File: src/rtl/tdc_pkg.sv
// rtl/tdc_pkg.sv - shared widths, event field offsets and channel ids for the TDC event packer
package tdc_pkg;

    localparam int TDC_COARSE_W = 32;
    localparam int TDC_FINE_W   = 8;
    localparam int EVT_W        = 2 + TDC_COARSE_W + TDC_FINE_W;

    localparam int FINE_LSB     = 0;
    localparam int COARSE_LSB   = TDC_FINE_W;
    localparam int CHAN_BIT     = TDC_FINE_W + TDC_COARSE_W;
    localparam int LOST_BIT     = CHAN_BIT + 1;

    typedef enum logic {
        CH0 = 1'b0,
        CH1 = 1'b1
    } tdc_chan_e;

endpackage

File: src/rtl/tdc_sync_fifo.sv
// rtl/tdc_sync_fifo.sv - single-clock show-ahead FIFO with extra-MSB pointers for full/empty
module tdc_sync_fifo #(
    parameter int WIDTH = 8,
    parameter int DEPTH = 16
) (
    input  logic                     clk_i,
    input  logic                     reset_n_i,
    input  logic                     push_i,
    input  logic [WIDTH-1:0]         push_data_i,
    input  logic                     pop_i,
    output logic [WIDTH-1:0]         head_data_o,
    output logic                     full_o,
    output logic                     empty_o,
    output logic [$clog2(DEPTH):0]   level_o
);

    localparam int AW = $clog2(DEPTH);

    logic [WIDTH-1:0] r_mem [DEPTH];
    logic [AW:0]      r_wr_ptr;
    logic [AW:0]      r_rd_ptr;
    logic             w_push;
    logic             w_pop;

    assign full_o  = (r_wr_ptr[AW] != r_rd_ptr[AW]) &&
                     (r_wr_ptr[AW-1:0] == r_rd_ptr[AW-1:0]);
    assign empty_o = (r_wr_ptr == r_rd_ptr);
    assign level_o = r_wr_ptr - r_rd_ptr;

    // Full is judged before any same-cycle pop, so a full FIFO never takes a write.
    assign w_push = push_i && !full_o;
    assign w_pop  = pop_i && !empty_o;

    always_ff @(posedge clk_i or negedge reset_n_i) begin
        if (!reset_n_i) begin
            r_wr_ptr <= '0;
            r_rd_ptr <= '0;
        end else begin
            if (w_push) begin
                r_wr_ptr <= r_wr_ptr + 1'b1;
            end
            if (w_pop) begin
                r_rd_ptr <= r_rd_ptr + 1'b1;
            end
        end
    end

    always_ff @(posedge clk_i) begin
        if (w_push) begin
            r_mem[r_wr_ptr[AW-1:0]] <= push_data_i;
        end
    end

    // Storage is not reset; gating the head keeps the output at zero whenever empty.
    assign head_data_o = empty_o ? '0 : r_mem[r_rd_ptr[AW-1:0]];

endmodule

File: src/rtl/tdc_event_packer.sv
// rtl/tdc_event_packer.sv - tags two TDC channels, holds one event each, round-robins them into a FIFO
module tdc_event_packer
    import tdc_pkg::*;
#(
    parameter int COARSE_W = TDC_COARSE_W,
    parameter int FINE_W   = TDC_FINE_W,
    parameter int DEPTH    = 16,
    parameter int DROP_W   = 16
) (
    input  logic                           clk_i,
    input  logic                           reset_n_i,
    input  logic [1:0]                     ch_valid_i,
    input  logic [COARSE_W-1:0]            ch0_coarse_i,
    input  logic [FINE_W-1:0]              ch0_fine_i,
    input  logic [COARSE_W-1:0]            ch1_coarse_i,
    input  logic [FINE_W-1:0]              ch1_fine_i,
    output logic                           evt_valid_o,
    input  logic                           evt_ready_i,
    output logic [2+COARSE_W+FINE_W-1:0]   evt_data_o,
    output logic [$clog2(DEPTH):0]         fifo_level_o,
    output logic [DROP_W-1:0]              drop_cnt0_o,
    output logic [DROP_W-1:0]              drop_cnt1_o
);

    localparam int L_EVT_W = 2 + COARSE_W + FINE_W;

    logic [1:0]          r_hold_full;
    logic [1:0]          r_lost;
    logic [COARSE_W-1:0] r_coarse [2];
    logic [FINE_W-1:0]   r_fine   [2];
    logic [DROP_W-1:0]   r_drop   [2];
    tdc_chan_e           r_rr;

    tdc_chan_e           w_gnt;
    logic                w_gnt_idx;
    logic                w_wr_en;
    logic                w_fifo_full;
    logic                w_fifo_empty;
    logic                w_pop;
    logic [1:0]          w_drain;
    logic [1:0]          w_capture;
    logic [1:0]          w_drop;
    logic [COARSE_W-1:0] w_in_coarse [2];
    logic [FINE_W-1:0]   w_in_fine   [2];
    logic [L_EVT_W-1:0]  w_wr_word;

    assign w_in_coarse[0] = ch0_coarse_i;
    assign w_in_coarse[1] = ch1_coarse_i;
    assign w_in_fine[0]   = ch0_fine_i;
    assign w_in_fine[1]   = ch1_fine_i;

    // The pointer only matters when both holds compete; a lone full hold always wins.
    always_comb begin
        w_gnt = r_rr;
        if (r_hold_full == 2'b01) begin
            w_gnt = CH0;
        end else if (r_hold_full == 2'b10) begin
            w_gnt = CH1;
        end
    end

    assign w_gnt_idx = w_gnt;
    assign w_wr_en   = (|r_hold_full) && !w_fifo_full;

    always_comb begin
        w_drain   = '0;
        w_capture = '0;
        w_drop    = '0;
        for (int n = 0; n < 2; n++) begin
            w_drain[n]   = w_wr_en && (w_gnt_idx == n[0]);
            w_capture[n] = ch_valid_i[n] && (!r_hold_full[n] || w_drain[n]);
            w_drop[n]    = ch_valid_i[n] && r_hold_full[n] && !w_drain[n];
        end
    end

    assign w_wr_word = {r_lost[w_gnt_idx], w_gnt_idx, r_coarse[w_gnt_idx], r_fine[w_gnt_idx]};

    always_ff @(posedge clk_i or negedge reset_n_i) begin
        if (!reset_n_i) begin
            r_hold_full <= '0;
            r_lost      <= '0;
            r_rr        <= CH0;
            for (int n = 0; n < 2; n++) begin
                r_coarse[n] <= '0;
                r_fine[n]   <= '0;
                r_drop[n]   <= '0;
            end
        end else begin
            if (w_wr_en) begin
                r_rr <= (w_gnt == CH0) ? CH1 : CH0;
            end
            for (int n = 0; n < 2; n++) begin
                if (w_capture[n]) begin
                    r_hold_full[n] <= 1'b1;
                    r_coarse[n]    <= w_in_coarse[n];
                    r_fine[n]      <= w_in_fine[n];
                end else if (w_drain[n]) begin
                    r_hold_full[n] <= 1'b0;
                end
                // A drop landing on the grant cycle keeps lost set for the next word.
                if (w_drop[n]) begin
                    r_lost[n] <= 1'b1;
                    if (r_drop[n] != {DROP_W{1'b1}}) begin
                        r_drop[n] <= r_drop[n] + 1'b1;
                    end
                end else if (w_drain[n]) begin
                    r_lost[n] <= 1'b0;
                end
            end
        end
    end

    assign evt_valid_o = !w_fifo_empty;
    assign w_pop       = evt_valid_o && evt_ready_i;
    assign drop_cnt0_o = r_drop[0];
    assign drop_cnt1_o = r_drop[1];

    tdc_sync_fifo #(
        .WIDTH (L_EVT_W),
        .DEPTH (DEPTH)
    ) u_fifo (
        .clk_i       (clk_i),
        .reset_n_i   (reset_n_i),
        .push_i      (w_wr_en),
        .push_data_i (w_wr_word),
        .pop_i       (w_pop),
        .head_data_o (evt_data_o),
        .full_o      (w_fifo_full),
        .empty_o     (w_fifo_empty),
        .level_o     (fifo_level_o)
    );

endmodule

File: config.mk
export PLATFORM = sky130hd
export DESIGN_NAME = tdc_event_packer
export DESIGN_NICKNAME = d
export VERILOG_FILES = /design/src/rtl/tdc_pkg.sv /design/src/rtl/tdc_sync_fifo.sv /design/src/rtl/tdc_event_packer.sv
export SDC_FILE = /design/constraint.sdc
export NUM_CORES = 1
export LEC_CHECK = 0
export ABC_AREA = 1
export BUFFER_PORTS_ARGS = -buffer_cell sky130_fd_sc_hd__buf_4
export CAP_MARGIN = 25
export CORE_ASPECT_RATIO = 2
export CORE_UTILIZATION = 55
export DETAILED_ROUTE_END_ITERATION = 8
export PLACE_DENSITY_LB_ADDON = 0.3
export REMOVE_ABC_BUFFERS = 1
export SKIP_LAST_GASP = 1
export SYNTH_ARGS = -nofsm -noshare
export SYNTH_HDL_FRONTEND = slang
export SYNTH_SLANG_ARGS = --single-unit
export TNS_END_PERCENT = 30
File: constraint.sdc
create_clock -name clk_i -period 8.4 [get_ports clk_i]
set_input_delay 0.42 -clock clk_i [delete_from_list [all_inputs] [get_ports clk_i]]
set_output_delay 0.42 -clock clk_i [all_outputs]
set_load 0.02 [all_outputs]
## Word level (Yosys, flattened, before mapping)

Memories as Yosys holds them, arrays and structs flattened.
Cells that the tools add are included.

- Bits in registers: 127
- RAM bits: 672
- Output and inout port bits: 80
- Word-level logic and storage cells: 78
- Memories: 1

- Add/subtract/negate cells: 5
- $lt $le $gt $ge: 2
- Eq/ne operators: 7
- Multiplexer cells: 20
- Bitwise operators: 2
- Reductions and logical operators: 28

Memory list:

| memory | words | bits a word | read ports | clocked after Yosys merged registers in | wr ports | line | source |
|---|---|---|---|---|---|---|---|
| u_fifo.r_mem | 16 | 42 | 1 | 0 | 1 | tdc_sync_fifo.sv:19 | `logic [WIDTH-1:0] r_mem [DEPTH];` |

Operators by type and width:

| cell | number |
|---|---|
| 32-bit two-way mux | 3 |
| 42-bit two-way mux | 1 |
| 16-bit by 1-bit adder with 16-bit output (second input constant) | 2 |
| 16-bit != test (second input constant) | 2 |
| 8-bit two-way mux | 3 |
| 1-bit logical AND | 13 |
| 1-bit two-way mux | 13 |
| 5-bit by 1-bit adder with 5-bit output (second input constant) | 2 |
| 2-bit nonzero test | 4 |
| 1-bit zero test | 6 |
| 5-bit == test | 1 |
| 5-bit subtractor | 1 |
| 4-bit == test | 1 |
| 2-bit AND reduction | 2 |
| 2-bit by 1-bit == test with 1-bit output (second input constant) | 1 |
| 2-bit == test (second input constant) | 1 |
| 2-bit greater-or-equal comparator (second input constant) | 1 |
| 1-bit logical OR | 2 |
| 1-bit by 2-bit < comparator with 1-bit output (second input constant) | 1 |
| 1-bit NOT with 2-bit output | 1 |
| 2-bit OR reduction | 1 |
| 1-bit != test | 1 |
| 1-bit NOT | 1 |

## Logic depth before layout (Yosys ltp)

Gate-level depths: netlist of run 1.

- Word-level depth: 8
- Mapped depth: 15

## Modules after synthesis

From an unflattened synthesis of run 1, not the netlist that was laid out.

- Cells, all modules: 3693
- Area total of the unflattened synthesis: 35655.4 um2

By module, submodules not included:

| module | times used | cells an instance | area an instance (um2) |
|---|---|---|---|
| tdc_sync_fifo | 1 | 2887 | 29723.5 |
| tdc_event_packer | 1 | 806 | 5931.9 |

## Worst setup path before layout of run 1

OpenSTA, ideal clock, no wires.

- Path kind: register to register
- Start point: register u_fifo.r_rd_ptr[1]
- End point: memory u_fifo.r_mem[11][0] in the netlist's numbering, enable pin
- Setup time: 0.441 ns
- Arrival: 3.597 ns
- Data required time: 7.959 ns
- Setup slack: 4.362 ns
- Cell stages (with the launch flop): 13
- Period minus slack after synthesis: 4.038 ns
- Cell sequence: dfrtp_1 -> buf_2 -> inv_2 -> buf_2 -> buf_2 -> ha_1 -> nand2_1 -> nor2_1 -> nand2_1 -> nand2_1 -> nor2_1 -> inv_1 -> nor2_1

- Longest elaborated chain between the ends: 7

RTL lines:

| what | line | source |
|---|---|---|
| from (decl) | tdc_sync_fifo.sv:21 | `logic [AW:0] r_rd_ptr;` |
| from (signal assigned) | tdc_sync_fifo.sv:43 | `r_rd_ptr <= r_rd_ptr + 1'b1;` |
| 4-bit == test * | tdc_sync_fifo.sv:26 | `(r_wr_ptr[AW-1:0] == r_rd_ptr[AW-1:0]);` |
| 1-bit logical AND * | tdc_sync_fifo.sv:25 | `assign full_o = (r_wr_ptr[AW] != r_rd_ptr[AW]) &&` |
| 1-bit zero test * | tdc_sync_fifo.sv:31, tdc_event_packer.sv:63 |  |
| 1-bit logical AND | tdc_event_packer.sv:63 | `assign w_wr_en = (\|r_hold_full) && !w_fifo_full;` |
| 1-bit logical AND * | tdc_sync_fifo.sv:31 | `assign w_push = push_i && !full_o;` |
| 1-bit two-way mux * | tdc_sync_fifo.sv:49 | `if (w_push) begin` |
| 1-bit two-way mux (implied by the code) * | tdc_sync_fifo.sv:50 | `r_mem[r_wr_ptr[AW-1:0]] <= push_data_i;` |
| to (decl) | tdc_sync_fifo.sv:19 |  |

Mark *: on every way between the ends. The rest lies on a longest branch, timed or not.

## Final worst setup path of run 1

- Start point: register u_fifo.r_rd_ptr[0]
- End point: output port evt_data_o[35]

- Longest elaborated chain between the ends: 2

RTL lines:

| what | line | source |
|---|---|---|
| memory 16 x 42 bit or 5-bit == test (tied branches) | -- |  |
| 42-bit two-way mux * | tdc_sync_fifo.sv:55 | `assign head_data_o = empty_o ? '0 : r_mem[r_rd_ptr[AW-1:0]];` |
| to (decl) | tdc_event_packer.sv:19 | `output logic [2+COARSE_W+FINE_W-1:0] evt_data_o,` |

Marked as above.

==> impl_metrics.toml, run 1 <==
[run_status]
status = "finished, final reports clean"

[cells_and_area]
area_growth_syn_to_layout_pct = 12.6
final_common_cell = "nand2_1"
finish.utilization_pct = 62.9
design_area_sq_um = 39600
fin_nets = 3864
num_antenna_cells = 0
final_cell_mix = "1,590 x nand2_1, 672 x edfxtp_1, 491 x inv_1"
final_layout_size_suffix_gt1_share_pct = 9.02
fillers = 4983

[hold_path]
hp-class = "in -> reg"
holdPathStages = 3

[sta]
final.min_clock_period_ns = 5.20
rsz0062_at_grt = "false"
tns_ns = 0
setup_violations = 0
final.period_utilization_pct = 62.0
max_slew.worst_pin.slew_ns = 1.11
max_freq_ghz = 0.192
finalClockSkew_ns = 0.0211
whs_ns = 0.0369
drv_slew = 0
hold_viol = 0
slew_headroom_pct = 26.2

[detailed_routing]
drt-total-wl_mm = 89.8
final_antenna_net_count = 0
routedWlPerCell_um = 19.5
drc = 0
vias = 25132
drt_iter0_drc = 2448
viasPerCell = 5.44
drt-pass1-iter-count = 5

[grt]
grt_use_total_pct = 27.9
grt_pass1_wl_mm = 138
grt_max_degree = 202
grt_pass1_vias = 24885
antenna_found_initial = 0
overflow = 0

[clock_network]
cts_tree = "done"
clk_pin_slew_ns = 0.07
numCtsBuffers = 70
clock-sinks = 799
root_buffer = "clkbuf_16"
worstSkewPairLatency_ns = 0.61
max-clock-path-buffers = 3
htree_levels = 3

[placement]
port_buffers = 164
detailed_place_hpwl_mm = 49.0
placed_cell_area_sq_um = 37100
gp_congestion = 0.819

[critical_path]
worstSetupEndpointType = "primary output"
critical_path.max_fanout = 201
worstPathRequired_ns = 7.98
rrSetupSlack_ns = 4.02
crit_path_start_kind = "flip-flop"
r2r_cells = 10
critPathKind = "reg -> out"
worst_ep_arrival_time_ns = 4.78

[power]
seq_power_share_pct = 39.4
combPwrFrac_pct = 40.5
power_mw = 16.9
p_clk_share_pct = 20.1
p_sw_mw = 6.90
ir_worst_vdd_uv = 269
p_int_mw = 9.97
power_leakage_nw = 18.0
powerDensity_nw_per_um2 = 426
p_sw_share_pct = 40.9

[synthesis]
synth_xor_area_share_pct = 0.872
ys_seq_area_share_pct = 66.4
synth_compound_area_share_pct = 0.779
async_flop_share_pct = 15.9
synth_top_family_by_area = "simple AND/OR/NAND/NOR gates"
synthSimpleGateAreaFrac_pct = 24.0
yosys_register_bits = 799
synthDistinctLibCells = 27
synth_edf_count = 672
synth.area.mux_share_pct = 0
synth_warnings = 0
synth_ff_type = "edfxtp_1"
synth.avg_cell_area_sq_um = 9.58
netlist_area_sq_um = 35200
postSynthCellCount = 3669
synthAdderAreaFrac_pct = 0.448

[die]
initial_core_util_pct = 55.9
die_height_um = 360
die_w_um = 181
io-pin-count = 165
core_sq_um = 62900
row_count = 130
die_area_sq_um = 65000

[run]
drv_cap = 0
## layer usage
| metal | vias up | part of all wire, % | global-route usage, % |
|---|---|---|---|
| li1 | 11818 | - | - |
| met1 | 12017 | 36 | 32.5 |
| met2 | 1060 | 52 | 50.1 |
| met3 | 237 | 7.4 | 3.95 |
| met4 | 0 | 4.1 | 13.4 |
| met5 | - | 0 | 0 |
## kinds of logic (layout without fill, tap and decap cells)
family | after synthesis | in the layout
simple gates | 2096 | 2096
flops | 799 | 799
buf+inv | 675 | 830
compound gates | 52 | 52
xor+xnor | 35 | 35
fa+ha+maj | 12 | 12
## flip-flops by register name (all words and copies together) (netlist names)
register / count
u_fifo.r_rd_ptr: 5
r_coarse: 64
r_hold_full: 2
drop_cnt1_o: 16
r_fine: 16
r_rr: 1
u_fifo.r_mem: 672
drop_cnt0_o: 16
u_fifo.r_wr_ptr: 5
r_lost: 2
## stage by stage
step / setup slack [ns] / instances
floorplan: -7.57 / 3491
global placement: 3.97 / 4482
detailed placement: 4.02 / 4485
CTS: 3.37 / 4615
global route: 3.13 / 4616
finish: 3.20 / 4616
## final cells by class
cell class / count / area [sq um] / area share, %
flip-flops and latches: 799 / 23400 / 59.0
well taps: 792 / 991 / 2.50
multi-input cells: 2195 / 9330 / 23.6
inverters: 497 / 1880 / 4.74
repair buffers: 204 / 1610 / 4.06
clock inverters: 29 / 378 / 0.954
clock buffers: 100 / 2040 / 5.15
## cells in the mapped netlist (6+ instances only)
| cell | count | share of area (%) |
|---|---|---|
| clkbuf_1 | 80 | 0.85 |
| ha_1 | 11 | 0.39 |
| o21ai_0 | 6 | 0.085 |
| nand2_1 | 1594 | 17 |
| xor2_1 | 23 | 0.57 |
| a21oi_1 | 44 | 0.63 |
| inv_1 | 493 | 5.3 |
| dfrtp_1 | 127 | 9.0 |
| nor2_1 | 51 | 0.54 |
| nand3_1 | 434 | 6.2 |
| xnor2_1 | 12 | 0.30 |
| nor3_1 | 6 | 0.085 |
| edfxtp_1 | 672 | 57 |
| buf_1 | 37 | 0.39 |
| buf_2 | 60 | 0.85 |
## power by group through the flow
stage	Combinational [mW]	Clock, mW	Sequential (mW)
3_3_place_gp	6.65	0	6.68
5_1_grt	7.47	3.57	6.73
3_5_place_dp	6.78	0	6.72
4_1_cts	6.82	3.42	6.64
6_report	6.83	3.39	6.65
2_1_floorplan	4.11	0	6.82
## timing repair
item                                   4_1_cts  5_1_grt
buffers inserted                             0        0
hold buffers                                 1        0
endpoints found under the hold margin       79        0
resized for setup                            0        0
## critical path, cell delays in order (launching register included)
cell	delay (ns)
dfrtp_4	0.97
buf_12	0.66
inv_8	0.46
buf_12	0.41
nand2_1	0.24
nand3_1	0.16
nand3_1	0.15
nand3_1	0.13
a21oi_1	0.31
buf_4	0.21
## final timing paths
check,startpoint,end
max,u_fifo.r_rd_ptr[0],evt_data_o[35]
min in group asynchronous,reset_n_i,drop_cnt0_o[13]
max in group asynchronous,reset_n_i,r_coarse[19]
min,ch1_coarse_i[18],r_coarse[18]
max reg2reg,u_fifo.r_rd_ptr[1],u_fifo.r_mem[5][4]
min reg2reg,r_coarse[33],r_coarse[33]
(Power assumes the default switching activity.)
==> inputs of run 2 (changes only) <==
ABC_AREA = 0   (was 1)
clock period = 4.75 ns   (was 8.4 ns; I/O delays follow)
==> run 2 against run 1 <==
Net effect: sequential cell count unchanged; synthesized area is 12% lower; die area decreased by 12%; clock skew grew 0.0073 ns; sequential share of layout area up 5.6 points; worst setup slack got worse by 2.2 ns; clock power grew 63%; synthesized cell count decreased by 59%; sequential power is 62% higher; via count is 38% lower; global-route usage down 3.8 points; clock-buffer cell count fell by 3; critical path type unchanged; largest power group is now sequential cells.
==> impl_metrics.toml, run 2 <==
[power]
ir_worst_vdd_uv = 558
power_leakage_nw = 12.3
powerDensity_nw_per_um2 = 697
power_mw = 25.2

[critical_path]
r2r_cells = 7
critical_path.max_fanout = 111
cp-endpoint = "evt_data_o[26]"
worstPathRequired_ns = 4.51
worstSetupEndpointType = "primary output"
critPathKind = "reg -> out"
crit_path_start_kind = "flip-flop"
r2r_start = "u_fifo.r_rd_ptr[1]"
worst_r2r_endpoint = "u_fifo.r_mem[5][38]"
worst_ep_arrival_time_ns = 3.55
rrSetupSlack_ns = 1.34
cp-startpoint = "u_fifo.r_rd_ptr[0]"

[grt]
grt_pass1_vias = 16625
grt_pass1_wl_mm = 100
grt_max_degree = 112
grt.busiest_layer = "met2"
grt_use_met2_pct = 41.8
grt_use_total_pct = 24.1
overflow = 0
met3_usage_pct = 4.11
antenna_found_initial = 0
met1_usage_pct = 30.9

[clock_network]
cts_resized = 0
worstSkewPairLatency_ns = 0.62
post_cts_buffers = 0
numCtsBuffers = 68
clock-sinks = 799
htree_levels = 3
clk_pin_slew_ns = 0.06
max-clock-path-buffers = 3
root_buffer = "clkbuf_16"
cts_tree = "done"

[sta]
rsz0062_at_grt = "false"
slew_headroom_pct = 27.8
final.period_utilization_pct = 79.8
tns_ns = 0
finalClockSkew_ns = 0.0284
final.min_clock_period_ns = 3.79
whs_ns = 0.0557
setup_violations = 0
max_freq_ghz = 0.264
hold_viol = 0
worst_slack_ns = 0.960
max_slew.worst_pin.slew_ns = 1.08
drv_slew = 0

[synthesis]
yosysTopAreaCell = "edfxtp_1"
netlist_area_sq_um = 31100
synth_warnings = 0
synth_edf_count = 672
synthTopCellsByCount = "672 x edfxtp_1, 168 x mux4_2, 127 x dfrtp_1"
synth_top_area_share_pct = 65.0
synth_ff_type = "edfxtp_1"
async_flop_share_pct = 15.9
yosys_register_bits = 799
postSynthCellCount = 1486
ys_seq_area_share_pct = 75.2
netlist_top_cells_area = "edfxtp_1 65%, mux4_2 12%, dfrtp_1 10%"
synthDistinctLibCells = 47
synth.avg_cell_area_sq_um = 20.9
yosys.cell_count.top_type = "edfxtp_1"

[die]
row_count = 122
die_w_um = 170
core_sq_um = 55600
initial_core_util_pct = 55.9
io-pin-count = 165
die_area_sq_um = 57500
die_height_um = 338

[detailed_routing]
routedWlPerCell_um = 26.2
vias = 15495
viasPerCell = 6.10
final_antenna_net_count = 0
drt_iter0_drc = 1366
drt-pass1-iter-count = 7
drt-total-wl_mm = 66.5
drc = 0

[cells_and_area]
fin_nets = 1840
final_cell_mix = "672 x edfxtp_1, 175 x buf_4, 168 x mux4_2"
fillers = 3703
final_layout_size_suffix_gt1_share_pct = 33.3
area_growth_syn_to_layout_pct = 16.5
final_common_cell = "edfxtp_1"
largest_reg_flops = 672
num_antenna_cells = 0

[hold_path]
hp-class = "in -> reg"

[placement]
gp_congestion = 0.764
place_ws_ns = 1.36
detailed_place_hpwl_mm = 38.9
port_buffers = 164

[run]
drv_cap = 0

[run_status]
status = "finished, final reports clean"
## run 2: cell count changes after synthesis, sizes merged, moves of 7 or more
cell    previous run  this run
clkbuf            80        41
and2               0        18
nand2           1594        19
nor2              52        13
inv              496        14
nand4              5        13
xor2              23         9
mux4               0       168
mux2               0       124
nand3            435        15
xnor2             12        29
a22oi              0        85
and3               0         7
buf               98        34
## run 2: final cells by class
type                       instances  area (sq um)  area share (%)
multi-input combinational        598          7420            20.5
timing repair buffer             262          2220            6.15
clock inverter                    25           277           0.764
inverter                          14          52.6           0.145
clock buffer                      97          1910            5.29
tap                              744           931            2.57
sequential                       799         23400            64.6
## run 2: cell families after synthesis
logic type,count (synthesis),share of synthesized area (%)
flops,799,75.2
buf+inv,89,1.19
mux,293,16.7
xor+xnor,38,1.10
fa+ha+maj,13,0.540
compound gates,155,3.47
simple gates,99,1.75
## run 2: how the worst min path moves through the flow
stage                 from                 end  cells after the start
2_1_floorplan    reset_n_i      drop_cnt0_o[0]                      0
3_3_place_gp     reset_n_i         r_coarse[6]                      1
3_5_place_dp     reset_n_i         r_coarse[6]                      1
4_1_cts        evt_ready_i  u_fifo.r_rd_ptr[0]                      3
5_1_grt        evt_ready_i  u_fifo.r_rd_ptr[0]                      3
6_report       evt_ready_i  u_fifo.r_rd_ptr[0]                      3
## run 2: what timing repair did
action	CTS	global route
endpoints found under the hold margin	165	0
hold buffers	83	0
endpoints found under the setup margin	0	0
## run 2: critical path: stages (launching register included)
cell and delay, ns:
dfrtp_4 0.78, buf_12 0.72, mux4_2 0.60, a22oi_1 0.35, a21oi_1 0.18, buf_4 0.19
## run 2: metrics by stage
stage / cell area [sq um] / util, % / cells
after global placement: 33100 / 59.6 / 2333
after global routing: 36200 / 65.1 / 2539
after floorplan: 30700 / - / 1411
after detailed placement: 33200 / 59.7 / 2334
final: 36200 / 65.1 / 2539
after CTS: 36200 / 65.1 / 2539
## run 2: where the power goes
part | switching (mW) | internal [mW] | total (mW)
Sequential | 0.618 | 10.2 | 10.8
Combinational | 5.38 | 3.46 | 8.84
Clock | 2.43 | 3.10 | 5.53
Total | 8.43 | 16.8 | 25.2
## run 2: per-layer routing
layer | up-vias | share of wire [%]
li1 | 6615 | -
met1 | 8136 | 38
met2 | 637 | 52
met3 | 107 | 6.9
met4 | 0 | 2.3
met5 | - | 0
